--- src/rtl/pdu_top.sv ---
// Board-level debug unit: hex entry from switches, run/step control of a 32-bit
// run counter with breakpoint, and an 8-digit multiplexed 7-segment readout.
module pdu_top #(
  parameter int unsigned SCAN_DIV = 17
) (
  input  logic        clk,
  input  logic        rstn,
  input  logic        step,
  input  logic        cont,
  input  logic        chk,
  input  logic        ent,
  input  logic        del,
  input  logic [15:0] hd,
  output logic        pause,
  output logic [15:0] led,
  output logic [7:0]  an,
  output logic [7:0]  seg
);

  typedef enum logic {StPause, StRun} state_e;

  // Input bit layout: [0] step, [1] cont, [2] chk, [3] ent, [4] del, [20:5] hd
  logic [20:0] raw, sync1_q, sync2_q, sync3_q, rise;

  state_e        state_q, state_d;
  logic [31:0]   buf_q, buf_d;
  logic [31:0]   bp_q, bp_d;
  logic [31:0]   cnt_q, cnt_d;
  logic [1:0]    sel_q, sel_d;
  logic [SCAN_DIV+2:0] refresh_q;

  logic [3:0]  digit;
  logic        hd_any;
  logic [31:0] cnt_inc;
  logic [31:0] value;
  logic [2:0]  idx;
  logic [3:0]  nib;

  assign raw = {hd, del, ent, chk, cont, step};

  // Two-flop synchroniser plus one extra stage for rising-edge detection
  always_ff @(posedge clk or negedge rstn) begin
    if (!rstn) begin
      sync1_q <= '0;
      sync2_q <= '0;
      sync3_q <= '0;
    end else begin
      sync1_q <= raw;
      sync2_q <= sync1_q;
      sync3_q <= sync2_q;
    end
  end

  assign rise   = sync2_q & ~sync3_q;
  assign hd_any = |rise[20:5];

  // Lowest switch index wins when several rise together
  always_comb begin
    digit = '0;
    for (int i = 15; i >= 0; i--) begin
      if (rise[5+i]) digit = 4'(i);
    end
  end

  assign cnt_inc = cnt_q + 32'd1;

  // Next-state: one winning button per cycle, counter runs independently in RUN
  always_comb begin
    state_d = state_q;
    buf_d   = buf_q;
    bp_d    = bp_q;
    cnt_d   = cnt_q;
    sel_d   = sel_q;
    if (rise[3]) begin
      if (state_q == StPause) begin
        bp_d  = buf_q;
        buf_d = '0;
      end else begin
        state_d = StPause;
      end
    end else if (rise[4]) begin
      buf_d = buf_q >> 4;
    end else if (hd_any) begin
      buf_d = {buf_q[27:0], digit};
    end else if (state_q == StPause) begin
      if (rise[0]) begin
        cnt_d = cnt_inc;
      end else if (rise[1]) begin
        state_d = StRun;
      end else if (rise[2]) begin
        sel_d = (sel_q == 2'd2) ? 2'd0 : sel_q + 2'd1;
      end
    end
    // Stop in RUN suppresses that cycle's increment
    if (state_q == StRun && !rise[3]) begin
      cnt_d = cnt_inc;
      if (bp_q != '0 && cnt_inc == bp_q) state_d = StPause;
    end
  end

  // Architectural registers
  always_ff @(posedge clk or negedge rstn) begin
    if (!rstn) begin
      state_q <= StPause;
      buf_q   <= '0;
      bp_q    <= '0;
      cnt_q   <= '0;
      sel_q   <= '0;
    end else begin
      state_q <= state_d;
      buf_q   <= buf_d;
      bp_q    <= bp_d;
      cnt_q   <= cnt_d;
      sel_q   <= sel_d;
    end
  end

  // Free-running scan counter for digit multiplexing
  always_ff @(posedge clk or negedge rstn) begin
    if (!rstn) refresh_q <= '0;
    else       refresh_q <= refresh_q + 1'b1;
  end

  assign idx = refresh_q[SCAN_DIV+2:SCAN_DIV];

  // Display source select and digit extraction
  always_comb begin
    case (sel_q)
      2'd1:    value = cnt_q;
      2'd2:    value = bp_q;
      default: value = buf_q;
    endcase
    nib = value[{idx, 2'b00} +: 4];
    an  = ~(8'd1 << idx);
  end

  // Hex font, active low, decimal point off
  always_comb begin
    seg = 8'hFF;
    case (nib)
      4'h0: seg = 8'hC0;
      4'h1: seg = 8'hF9;
      4'h2: seg = 8'hA4;
      4'h3: seg = 8'hB0;
      4'h4: seg = 8'h99;
      4'h5: seg = 8'h92;
      4'h6: seg = 8'h82;
      4'h7: seg = 8'hF8;
      4'h8: seg = 8'h80;
      4'h9: seg = 8'h90;
      4'hA: seg = 8'h88;
      4'hB: seg = 8'h83;
      4'hC: seg = 8'hC6;
      4'hD: seg = 8'hA1;
      4'hE: seg = 8'h86;
      4'hF: seg = 8'h8E;
      default: seg = 8'hFF;
    endcase
  end

  assign pause = (state_q == StPause);
  assign led   = cnt_q[15:0];

endmodule

--- config.mk ---
export PLATFORM = sky130hd
export DESIGN_NAME = pdu_top
export DESIGN_NICKNAME = d
export VERILOG_FILES = /design/src/rtl/pdu_top.sv
export SDC_FILE = /design/constraint.sdc
export NUM_CORES = 1
export LEC_CHECK = 0
export ABC_AREA = 1
export BUFFER_PORTS_ARGS = -buffer_cell sky130_fd_sc_hd__buf_2
export CORE_ASPECT_RATIO = 1.25
export CORE_MARGIN = 2
export CORE_UTILIZATION = 55
export CTS_BUF_LIST = sky130_fd_sc_hd__clkbuf_16
export DETAILED_ROUTE_END_ITERATION = 12
export HOLD_SLACK_MARGIN = 0.02
export PLACE_DENSITY = 0.76
export SKIP_LAST_GASP = 1
export SYNTH_ARGS = -nofsm -noshare
export SYNTH_HDL_FRONTEND = slang
export SYNTH_SLANG_ARGS = --single-unit
--- constraint.sdc ---
create_clock -name clk -period 5 [get_ports clk]
set_input_delay 0.25 -clock clk [delete_from_list [all_inputs] [get_ports clk]]
set_output_delay 0.25 -clock clk [all_outputs]
set_load 0.005 [all_outputs]
# Yosys cells after proc, flatten, opt, wreduce, memory -nomap -nowiden

Memories as Yosys holds them, arrays and structs flattened.
Index checks and enable logic that the tools add are counted.

Flip-flop bits (word level): 182
Memory bits (read-only): 112
Bits of input ports: 23
Output and inout port bits: 33
Logic and storage cells: 79
Memories kept: 1

Add/sub/neg operators: 3
Eq/ne operators: 8
Shifts and indexed selects: 2
Mux-type cells: 36
Bitwise operators: 9
Reduce and logical (&&, ||, !) cells: 11

Memories:

| memory           | words | bits a word | read ports | clocked after memory_dff | wr ports | line | text |
|---|---|---|---|---|---|---|---|
| (name not given) | 16    | 7           | 1          | 0                        | 0        | 140  | `case (nib)` |

Operator list:

| cell                                                 | number |
|---|---|
| 2-to-1 mux 32 bit                                    | 10 |
| 2-to-1 mux 4 bit                                     | 16 |
| one-hot mux 32 bit (2 select lines)                  | 1 |
| adder 32 x 1 -> 32 bit (second input constant)       | 1 |
| equality test 32 bit                                 | 1 |
| nonzero test 32 bit                                  | 1 |
| variable part select 32 x 6 -> 4 bit                 | 1 |
| bitwise AND 21 bit                                   | 1 |
| NOT 21 bit                                           | 1 |
| adder 20 x 1 -> 20 bit (second input constant)       | 1 |
| OR reduction 16 bit                                  | 1 |
| 2-to-1 mux 1 bit                                     | 8 |
| != test 2 x 1 -> 1 bit (second input constant)       | 4 |
| NOT 8 bit                                            | 1 |
| << shifter 1 x 3 -> 8 bit (first input constant)     | 1 |
| AND reduction 7 bit                                  | 1 |
| NOT 1 bit                                            | 6 |
| AND reduction 5 bit                                  | 1 |
| AND reduction 2 bit                                  | 2 |
| nonzero test 3 bit                                   | 1 |
| adder 2 x 1 -> 2 bit (second input constant)         | 1 |
| equality test 2 x 1 -> 1 bit (second input constant) | 1 |
| equality test 2 bit (second input constant)          | 1 |
| logical AND 1 bit                                    | 2 |
| 4 further kinds                                      | 4 |

# Longest topological paths before layout

Gate-level depths: netlist of run 1.

Depth in word-level cells: 21
Mapped depth: 20
Mapped depth without buffers: 20

# Worst setup path after synthesis of run 1

No wires, ideal clock.

Path type: register to output
Start: register sel_q[0]
End: output port seg[0]
Data arrival time: 2.231 ns
Data required time: 4.750 ns
Setup slack: 2.519 ns
Stages on the path, launching flop included: 16
Buffers on the path: 1
Cells stage by stage: dfrtp_1 -> inv_1 -> ha_1 -> inv_1 -> clkbuf_1 -> nand2_1 -> o211ai_1 -> nand3_1 -> o21bai_1 -> nand2_1 -> inv_1 -> ha_1 -> inv_1 -> nor2_1 -> o21ai_0 -> nand3_1

Longest elaborated chain between the ends: 4
Elaborated cells on any way between the ends: 5

RTL lines:

| element                                                                    | line | text |
|---|---|---|
| from (decl)                                                                | 29   | `logic [1:0] sel_q, sel_d;` |
| from (signal assigned)                                                     | 114  | `sel_q <= sel_d;` |
| equality test 2 bit / equality test 2 x 1 -> 1 bit (equally long branches) | 128  | `case (sel_q)` |
| one-hot mux 32 bit (2 select lines) (*)                                    | 128  |  |
| variable part select 32 x 6 -> 4 bit (*)                                   | 133  | `nib = value[{idx, 2'b00} +: 4];` |
| memory (16 x 7 bit) (*)                                                    | --   |  |
| to (decl)                                                                  | 17   | `output logic [7:0] seg` |

Every way passes the cells marked *; elsewhere a longest branch is shown, timed or not.

# Worst setup path after layout of run 1

Same ends and word-level chain as after synthesis.

==> results.py, run 1 <==
metrics = {
    "run_status": {
        "run_status": "finished, violations left",
        "failed_checks": "negative hold slack",
    },
    "die": {
        "die_x_um": 122.3,
        "start_util_pct": 55.65,
        "die_h_um": 151.9,
        "num_io_pins": 56,
        "design.core.area_um2": 17300,
        "die_area_um2": 18580,
        "floorplan.rows": 54,
    },
    "sta": {
        "timing.final.setup_violations": 0,
        "min_hold_slack_ps": -113.8,
        "timing.final.hold_violations": 22,
        "post_route_clock_period_utilization_pct": 76.60,
        "max_freq_mhz": 261.1,
        "tightest_slew_ps": 1045,
        "rsz_0062_raised_after_global_routing": "false",
        "fin_crit_ps": 3830,
        "max-slew-margin-rel_pct": 30.33,
        "skew_ps": 9.635,
        "total_negative_slack_ps": 0,
        "worst_slack_ps": 1170,
        "final-max-slew-violation-count": 0,
    },
    "clock_tree": {
        "cts-root-buf": "clkbuf_16",
        "tritoncts.num_buffers": 17,
        "cts_hold_repair.buffers": 21,
        "clock_tree.buffer_depth": 2,
        "tritoncts": "built",
        "postCtsSetupBuffers": 0,
        "cts.reportedPaths.clkPinSlew_ps": 80,
        "cts-htree-levels": 4,
        "clock_sink_count": 182,
        "clock_insertion_delay_worst_skew_ps": 440,
        "resized_cells_post_cts": 0,
    },
    "logic_synthesis": {
        "synth_warnings": 0,
        "synth_fp_nets": 1243,
        "postSynthAreaPerCell_um2": 7.968,
        "synth_edf_count": 0,
        "netlist-cell-type-count": 46,
        "synth_seq_cells": 182,
        "synth-seq-area-share_pct": 47.32,
        "share_of_synthesized_registers_carrying_an_async_set_or_reset_pct": 100.0,
        "synth_flop_cell": "dfrtp_1",
        "synth.cell_area_um2": 9625,
        "syn-instance-count": 1208,
    },
    "final_layout": {
        "multi_input_comb_area_um2": 4218,
        "num-nets-final": 1287,
        "post-route-cell-area_um2": 10770,
        "drive_gt1_share_pct": 11.30,
        "final_core_util_pct": 62.29,
        "antenna_cells": 0,
        "layout.filler_cells": 1542,
        "sequential_cell_area_um2": 4554,
        "area_growth_pct": 11.93,
    },
    "global_routing": {
        "first_global_vias": 7762,
        "grt_antenna_before_repair": 0,
        "global_route.overflow_total": 0,
        "grt_max_degree": 183,
        "global_route_wire_length_before_repair_um": 38700,
        "grt_use_total_pct": 26.63,
    },
    "placement": {
        "dpl_cell_area_um2": 9931,
        "placement.setup.worst_slack_ps": 1740,
        "dp_hpwl_um": 17090,
        "quantity_of_i_o_buffers_inserted_on_ports": 54,
        "final_gp_congestion": 0.9491,
    },
    "critical_path": {
        "capture_instance_of_the_worst_register_to_register_path": "buf_q[22]",
        "worst_ep_arrival_time_ps": 3580,
        "rr_worst_depth": 7,
        "endpoint_kind": "output pin",
        "required_ps": 4750,
        "critical_path_peak_fanout": 25,
        "path_class": "register to output pin",
        "reg_to_reg_start": "sync3_q[3]",
        "worst-r2r-setup-slack_ps": 2100,
        "setup.worst_path.start_class": "register",
    },
    "pwr": {
        "vdd.ir_drop.worst_uv": 259.1,
        "comb_power_share_pct": 16.3,
        "seqPwrFrac_pct": 46.7,
        "cell_internal_pwr_w": 0.002534,
        "p_clk_share_pct": 36.9,
        "power.static_leakage_nw": 5.012,
        "power.density_nw_per_um2": 350.9,
        "sw_frac_of_total_pct": 32.99,
        "totalPowerFinal_w": 0.003781,
        "power_switching_w": 0.001248,
    },
    "route": {
        "remaining_drc_errors": 0,
        "postRouteWirelength_um": 23910,
        "post_drt_wl_per_cell_um": 16.06,
        "antenna_violating_nets_post_route": 0,
        "dr_total_vias": 8215,
        "first_iteration_detailed_routing_drc_count": 784,
        "drtPass1Iterations": 5,
        "avgViaCountPerCell": 5.517,
    },
    "run": {
        "cap_viol_max_count": 0,
    },
    "hold_path": {
        "worst_hold_path_type": "primary input to async pin",
    },
}
-- per-stage QoR --
stage	hold WS [ps]	instances
finish	-113.8	1489
global placement	331.1	1436
detailed placement	334.7	1436
floorplan	-45.59	1208
CTS	38.43	1489
global route	71.65	1489
-- worst max-delay path, stage by stage (launching register included) --
cell      delay, ps
dfrtp_1         410
inv_1            90
ha_1            740
inv_1           330
o22ai_1         210
o21ai_0         120
nand3_1         100
o21bai_1        110
nand2_1         190
inv_1           130
ha_1            200
inv_1            70
nor2_1          120
o21ai_0         100
nand3_1          90
buf_2           110
-- power groups by stage --
stage          clock network, W  registers (W)  logic [W]
5_1_grt                 0.00148        0.00179   0.000697
6_report                0.00140        0.00177   0.000618
4_1_cts                 0.00141        0.00176   0.000612
3_3_place_gp                  0        0.00179   0.000585
3_5_place_dp                  0        0.00179   0.000594
2_1_floorplan                 0        0.00173   0.000436
-- area by class of cell --
| cell class | instances | share of cell area (%) |
|---|---|---|
| timing repair buffer | 79 | 4.912 |
| sequential | 182 | 42.27 |
| inverter | 149 | 5.191 |
| multi-input combinational | 823 | 39.15 |
| tap | 224 | 2.601 |
| clock buffer | 17 | 3.948 |
| clock inverter | 15 | 1.928 |
-- worst max-delay path by stage --
stage	start	end	slack, ps
2_1_floorplan	sel_q[0]	seg[0]	2520
3_3_place_gp	sel_q[0]	seg[0]	1870
3_5_place_dp	sel_q[0]	seg[0]	1740
4_1_cts	sel_q[0]	seg[1]	1230
5_1_grt	sel_q[0]	seg[0]	890
6_report	sel_q[0]	seg[0]	1170
-- layer usage --
| layer | global-route usage [%] | part of all wire, % |
|---|---|---|
| met3 | 3.754 | 5.2 |
| met4 | 13.36 | 4.8 |
| met5 | 0 | 0 |
| met1 | 34.87 | 42 |
| met2 | 43.02 | 48 |
-- synthesized netlist by cell type, types with 5 or more instances --
cell type	instances	area share, %
buf_4	19	1.5
xnor2_1	5	0.45
o21ai_0	94	4.9
nand3_1	60	3.1
nand4_1	9	0.58
inv_2	8	0.31
xor2_1	25	2.3
buf_2	18	0.94
nor2_1	94	3.7
nor2_2	11	0.71
nor3_1	9	0.47
inv_1	139	5.4
o21ai_1	6	0.31
nor2_4	6	0.70
ha_1	12	1.6
nand2_1	326	13
clkbuf_1	17	0.66
nand3_2	6	0.62
nand2_2	8	0.52
a21oi_1	52	2.7
a221oi_1	9	0.82
dfrtp_1	182	47
o22ai_1	10	0.65
o211ai_1	44	3.4
-- registers in the layout (all words and copies together) (netlist names) --
register / count
bp_q: 32
buf_q: 32
sel_q: 2
sync2_q: 21
sync1_q: 21
cnt_q: 32
refresh_q: 20
sync3_q: 21
state_q: 1
-- kinds of logic after synthesis --
group,Yosys count,synth area share [%]
AO/OA/AOI/OAI,231,14.12
XOR/XNOR,31,2.964
adder cells (fa/ha/maj),12,1.560
buffers and inverters,203,8.891
flip-flops,182,47.32
multiplexers,2,0.2340
other,1,0.03896
AND/OR/NAND/NOR,546,24.88
-- cell usage in the layout, fill, tap and decap left out, types with 3 or more instances in the layout --
master,instances
a221oi_1,9
clkbuf_16,17
nand3_2,6
inv_2,8
buf_4,3
nand2_2,8
nand2_1,326
nor3_1,9
clkinv_8,5
nand4_1,9
o221ai_1,3
buf_2,53
inv_1,139
o21ai_1,6
nor2_1,93
dfrtp_1,182
xor2_1,25
o22ai_1,10
dlygate4sd3_1,21
a21oi_1,52
nor3_2,3
nand3_1,60
o21bai_1,4
xnor2_1,5
o211ai_1,44
nor2_4,6
ha_1,12
nor2_2,12
o21ai_0,94
inv_12,3
nand3b_1,4
(Power assumes the default switching activity.)
==> run 2, diff against run 1 <==
clock period = 3.64 ns   (was 5 ns; I/O delays follow)
==> run 2 against run 1 <==
  * The run now ends clean
  * Critical path depth unchanged
  * Register-to-register slack lost 1100 ps
  * Sequential power grew 37%
  * Clock power is 41% higher
  * Power rose by 39%
  * Largest cell class unchanged
==> results.py, run 2 (same netlist as run 1, synthesis figures left out) <==
metrics = {
    "placement": {
        "placement.setup.worst_slack_ps": 715.8,
        "final_gp_congestion": 1.044,
        "quantity_of_i_o_buffers_inserted_on_ports": 54,
        "dp_hpwl_um": 18080,
        "dpl_cell_area_um2": 9968,
    },
    "global_routing": {
        "global_route_wire_length_before_repair_um": 40720,
        "first_global_vias": 8004,
        "grt_use_total_pct": 28.02,
        "grt_antenna_before_repair": 0,
        "grt_max_degree": 97,
        "global_route.overflow_total": 0,
    },
    "die": {
        "die_area_um2": 18580,
        "num_io_pins": 56,
        "design.core.area_um2": 17300,
        "die_x_um": 122.3,
        "die_h_um": 151.9,
        "floorplan.rows": 54,
        "start_util_pct": 55.65,
    },
    "clock_tree": {
        "clock_sink_count": 182,
        "tritoncts.num_buffers": 17,
        "cts-root-buf": "clkbuf_16",
        "tritoncts": "built",
        "cts.reportedPaths.clkPinSlew_ps": 80,
        "clock_insertion_delay_worst_skew_ps": 440,
        "clock_tree.buffer_depth": 2,
        "cts-htree-levels": 4,
        "postCtsSetupBuffers": 0,
    },
    "pwr": {
        "vdd.ir_drop.worst_uv": 365.3,
        "power.static_leakage_nw": 5.048,
        "power.density_nw_per_um2": 485.4,
    },
    "sta": {
        "min_hold_slack_ps": 350.9,
        "total_negative_slack_ps": 0,
        "fin_crit_ps": 3322,
        "max_freq_mhz": 301.1,
        "timing.final.setup_violations": 0,
        "skew_ps": 8.927,
        "post_route_clock_period_utilization_pct": 91.25,
        "max-slew-margin-rel_pct": 41.79,
        "timing.final.hold_violations": 0,
        "worst_slack_ps": 318.5,
        "tightest_slew_ps": 873.2,
        "rsz_0062_raised_after_global_routing": "true",
        "final-max-slew-violation-count": 0,
    },
    "critical_path": {
        "setup.worst_path.start_class": "register",
        "path_class": "register to output pin",
        "critical_path.cell_chain": "inv_1 -> ha_1 -> inv_2 -> o22ai_1 -> o211ai_1 -> nand3_1 -> o21bai_1 -> nand2_1 -> inv_1 -> ha_1 -> inv_1 -> nor2_1 -> o21ai_0 -> nand3_1 -> buf_2",
        "path_delay_family": "buffers and inverters",
        "timing.critical_path.mode_cell": "inv_1",
        "endpoint_kind": "output pin",
        "critical_path_peak_fanout": 27,
        "required_ps": 3460,
        "worst_ep_arrival_time_ps": 3140,
        "cp_slowest_stage_delay_ps": 370,
        "crit_path_top_delay_cell": "dfrtp_1",
        "worst-path-buf-inv": 5,
    },
    "route": {
        "first_iteration_detailed_routing_drc_count": 759,
        "dr_total_vias": 8375,
        "drtPass1Iterations": 6,
        "postRouteWirelength_um": 24960,
        "post_drt_wl_per_cell_um": 16.70,
        "avgViaCountPerCell": 5.602,
        "remaining_drc_errors": 0,
        "antenna_violating_nets_post_route": 0,
    },
    "final_layout": {
        "post-route-cell-area_um2": 10850,
        "num-nets-final": 1293,
        "final_core_util_pct": 62.71,
        "drive_gt1_share_pct": 11.72,
        "area_growth_pct": 12.69,
        "antenna_cells": 0,
        "layout_common_cells": "326 x nand2_1, 182 x dfrtp_1, 139 x inv_1, 93 x o21ai_0, 93 x nor2_1",
        "layout.filler_cells": 1497,
        "largest_registers": "bp_q: 32 flops, buf_q: 32 flops, cnt_q: 32 flops",
        "final_common_cell": "nand2_1",
    },
    "hold_path": {
        "worst_hold_path_type": "register to register",
    },
    "run_status": {
        "run_status": "finished, final reports clean",
    },
    "run": {
        "cap_viol_max_count": 0,
    },
}
## run 2: metal layers
| metal | track usage (%) | part of all wire, % | up-vias |
|---|---|---|---|
| li1 | - | - | 4008 |
| met1 | 36.19 | 41 | 3975 |
| met2 | 45.26 | 49 | 310 |
| met3 | 4.692 | 5.5 | 82 |
| met4 | 14.12 | 4.6 | 0 |
| met5 | 0 | 0 | - |
## run 2: what timing repair did
item                                   in CTS  in global routing
resized for setup                           0                  2
hold buffers                               22                  0
endpoints found under the hold margin     115                  0
setup endpoints to repair                   0                  5
## run 2: stage by stage
step | std cells | total power [W]
detailed placement | 1441 | 0.003290
finish | 1495 | 0.005265
global route | 1495 | 0.005522
CTS | 1495 | 0.005274
global placement | 1441 | 0.003270
floorplan | 1208 | 0.002976
## run 2: final timing paths
| kind | start | endpoint | slack [ps] | cells after the start |
|---|---|---|---|---|
| setup / recovery | sel_q[1] | seg[0] | 320 | 15 |
| hold / removal | sync1_q[0] | sync2_q[0] | 350 | 0 |
| setup reg to reg | cnt_q[0] | state_q | 990 | 13 |
| hold reg to reg | sync1_q[0] | sync2_q[0] | 350 | 0 |
| max in group asynchronous | rstn | bp_q[31] | 2330 | 3 |
| min in group asynchronous | rstn | cnt_q[3] | 390 | 2 |
## run 2: area by class of cell
| class | instances | area [µm²] | share of cell area, % |
|---|---|---|---|
| sequential | 182 | 4554 | 41.99 |
| multi-input combinational | 823 | 4220 | 38.91 |
| timing repair buffer | 85 | 576.8 | 5.318 |
| inverter | 149 | 559.3 | 5.156 |
| clock buffer | 17 | 425.4 | 3.922 |
| tap | 224 | 280.3 | 2.584 |
| clock inverter | 15 | 230.2 | 2.122 |
## run 2: where the power goes
group / internal (W) / switching (W) / leakage [nW]
registers: 0.00221 / 0.000224 / 2.31
logic: 0.000316 / 0.000543 / 2.42
clock network: 0.000973 / 0.00100 / 0.313
## run 2: worst reg2reg max path: stages, from the launching register on
cell	delay (ps)
dfrtp_1	450
ha_1	240
nand2_2	80
nor2_1	410
inv_1	150
nor2_1	170
xor2_1	290
xor2_1	120
nor2_1	110
nand2_1	80
nor2_1	110
nand4_1	180
nand2_1	100
nand2_1	50
==> run 3, diff against run 2 <==
CAP_MARGIN = 30   (was default)
clock period = 3.94 ns   (was 3.64 ns; I/O delays follow)
==> run 3 against run 2 <==
  * Clock skew up 6.9 ps
  * Power down 7.1%
  * Worst hold slack gained 0.51 ps
  * Worst setup slack gained 24 ps
  * Wire length about the same
  * Design area is essentially flat
  * Via count fell by 0.63%
  * Sequential cell count unchanged
  * Clock power shrank 6%
  * Sequential power is 7% lower
  * Global-route usage is 0.064 points lower
  * Non-clock buffer count is 1 higher
  * Highest routed layer unchanged
==> results.py, run 3 (same netlist as run 1, synthesis figures left out) <==
metrics = {
    "run_status": {
        "run_status": "finished, final reports clean",
    },
    "final_layout": {
        "area_growth_pct": 12.62,
        "sequential_cell_area_um2": 4554,
        "post-route-cell-area_um2": 10840,
        "antenna_cells": 0,
        "drive_gt1_share_pct": 11.71,
        "layout.filler_cells": 1550,
        "multi_input_comb_area_um2": 4218,
        "num-nets-final": 1294,
        "layout_common_cells": "326 x nand2_1, 182 x dfrtp_1, 139 x inv_1, 94 x o21ai_0, 93 x nor2_1",
        "final_common_cell": "nand2_1",
        "largest_registers": "bp_q: 32 flops, buf_q: 32 flops, cnt_q: 32 flops",
    },
    "die": {
        "num_io_pins": 56,
        "die_area_um2": 18580,
        "start_util_pct": 55.65,
        "die_x_um": 122.3,
        "design.core.area_um2": 17300,
        "floorplan.rows": 54,
        "die_h_um": 151.9,
    },
    "clock_tree": {
        "tritoncts.num_buffers": 17,
        "resized_cells_post_cts": 0,
        "clock_insertion_delay_worst_skew_ps": 450,
        "tritoncts": "built",
        "cts-htree-levels": 4,
        "clock_sink_count": 182,
        "cts-root-buf": "clkbuf_16",
        "cts.reportedPaths.clkPinSlew_ps": 80,
        "clock_tree.buffer_depth": 2,
    },
    "sta": {
        "post_route_clock_period_utilization_pct": 91.30,
        "tightest_slew_ps": 899.4,
        "max-slew-margin-rel_pct": 40.04,
        "fin_crit_ps": 3597,
        "rsz_0062_raised_after_global_routing": "false",
        "max_freq_mhz": 278.0,
        "final-max-slew-violation-count": 0,
        "skew_ps": 15.83,
        "timing.final.setup_violations": 0,
        "total_negative_slack_ps": 0,
        "min_hold_slack_ps": 351.4,
        "timing.final.hold_violations": 0,
    },
    "global_routing": {
        "grt_antenna_before_repair": 0,
        "grt_most_used_layer": "met2",
        "global_route.overflow_total": 0,
        "grt_use_total_pct": 27.96,
        "grtUsageMet2_pct": 45.98,
        "first_global_vias": 7838,
        "grt_max_degree": 93,
        "grt_use_met1_pct": 35.99,
        "globalRouteMet3Util_pct": 3.791,
        "global_route_wire_length_before_repair_um": 40420,
    },
    "route": {
        "antenna_violating_nets_post_route": 0,
        "postRouteWirelength_um": 24970,
        "post_drt_wl_per_cell_um": 16.69,
        "drtPass1Iterations": 5,
        "dr_total_vias": 8322,
        "first_iteration_detailed_routing_drc_count": 814,
        "avgViaCountPerCell": 5.563,
        "remaining_drc_errors": 0,
    },
    "placement": {
        "final_gp_congestion": 0.9613,
        "quantity_of_i_o_buffers_inserted_on_ports": 54,
        "dpl_cell_area_um2": 9963,
        "dp_hpwl_um": 18140,
    },
    "critical_path": {
        "endpoint_kind": "output pin",
        "timing.critical_path.mode_cell": "inv_1",
        "setup.worst_path.start_class": "register",
        "crit_path_top_delay_cell": "ha_1",
        "cp_slowest_stage_delay_ps": 610,
        "critical_path_peak_fanout": 19,
        "path_class": "register to output pin",
        "worst_ep_arrival_time_ps": 3400,
        "critical_path.cell_chain": "inv_1 -> ha_1 -> inv_1 -> o22ai_1 -> o211ai_1 -> nand3_1 -> o21bai_1 -> nand2_1 -> inv_1 -> ha_1 -> inv_1 -> nor2_1 -> o21ai_0 -> nand3_1 -> buf_2",
        "required_ps": 3740,
    },
    "hold_path": {
        "worst_hold_path_type": "register to register",
    },
    "pwr": {
        "vdd.ir_drop.worst_uv": 298.6,
        "power.static_leakage_nw": 5.051,
        "power.density_nw_per_um2": 451.2,
    },
    "run": {
        "cap_viol_max_count": 0,
    },
}
run 3: stage by stage:
| step | cells | total power [W] | utilization, % | setup slack [ps] |
|---|---|---|---|---|
| after detailed placement | 1442 | 0.003037 | 57.60 | 873.1 |
| final | 1496 | 0.004891 | 62.67 | 342.9 |
| after global placement | 1442 | 0.003019 | 57.60 | 979.6 |
| after global routing | 1496 | 0.005116 | 62.67 | 54.48 |
| after floorplan | 1208 | 0.002750 | - | 1512 |
| after CTS | 1496 | 0.004895 | 62.67 | 391.5 |
run 3: metal layers:
layer | vias to the layer above | share of wire (%)
li1 | 4024 | -
met1 | 3918 | 41
met2 | 308 | 49
met3 | 72 | 5.3
met4 | 0 | 4.5
met5 | - | 0
run 3: timing repair:
| action | in CTS | in global routing |
|---|---|---|
| hold buffers | 22 | 0 |
| setup endpoints to repair | 0 | 0 |
| hold endpoints to repair | 109 | 0 |
| setup buffers | 0 | 0 |
run 3: critical path: cells and delay by family (launching register included):
kind            cells  cell delay [ps]
compound gates      4              510
fa+ha+maj           2              810
buf+inv             5              700
flops               1              420
simple gates        4              490
run 3: worst paths after layout:
check | from | end | slack (ps) | depth (start not counted)
setup / recovery | sel_q[0] | seg[0] | 340 | 15
hold / removal | sync1_q[15] | sync2_q[15] | 350 | 0
setup reg to reg | cnt_q[0] | state_q | 1330 | 13
hold reg to reg | sync1_q[15] | sync2_q[15] | 350 | 0
max in group asynchronous | rstn | buf_q[20] | 2550 | 3
min in group asynchronous | rstn | cnt_q[3] | 400 | 2
run 3: area by class of cell:
class / instances / share of cell area [%]
multi-input combinational: 823 / 38.91
clock buffer: 17 / 3.924
sequential: 182 / 42.01
clock inverter: 15 / 2.135
timing repair buffer: 86 / 5.275
inverter: 149 / 5.159
tap: 224 / 2.585
run 3: report_power, final:
group          internal, W  switching [W]  leakage [nW]  total, W
Combinational     0.000292       0.000495          2.42  0.000786
Clock             0.000910       0.000948         0.316   0.00186
Sequential         0.00204       0.000206          2.31   0.00225
Total              0.00324        0.00165          5.05   0.00489
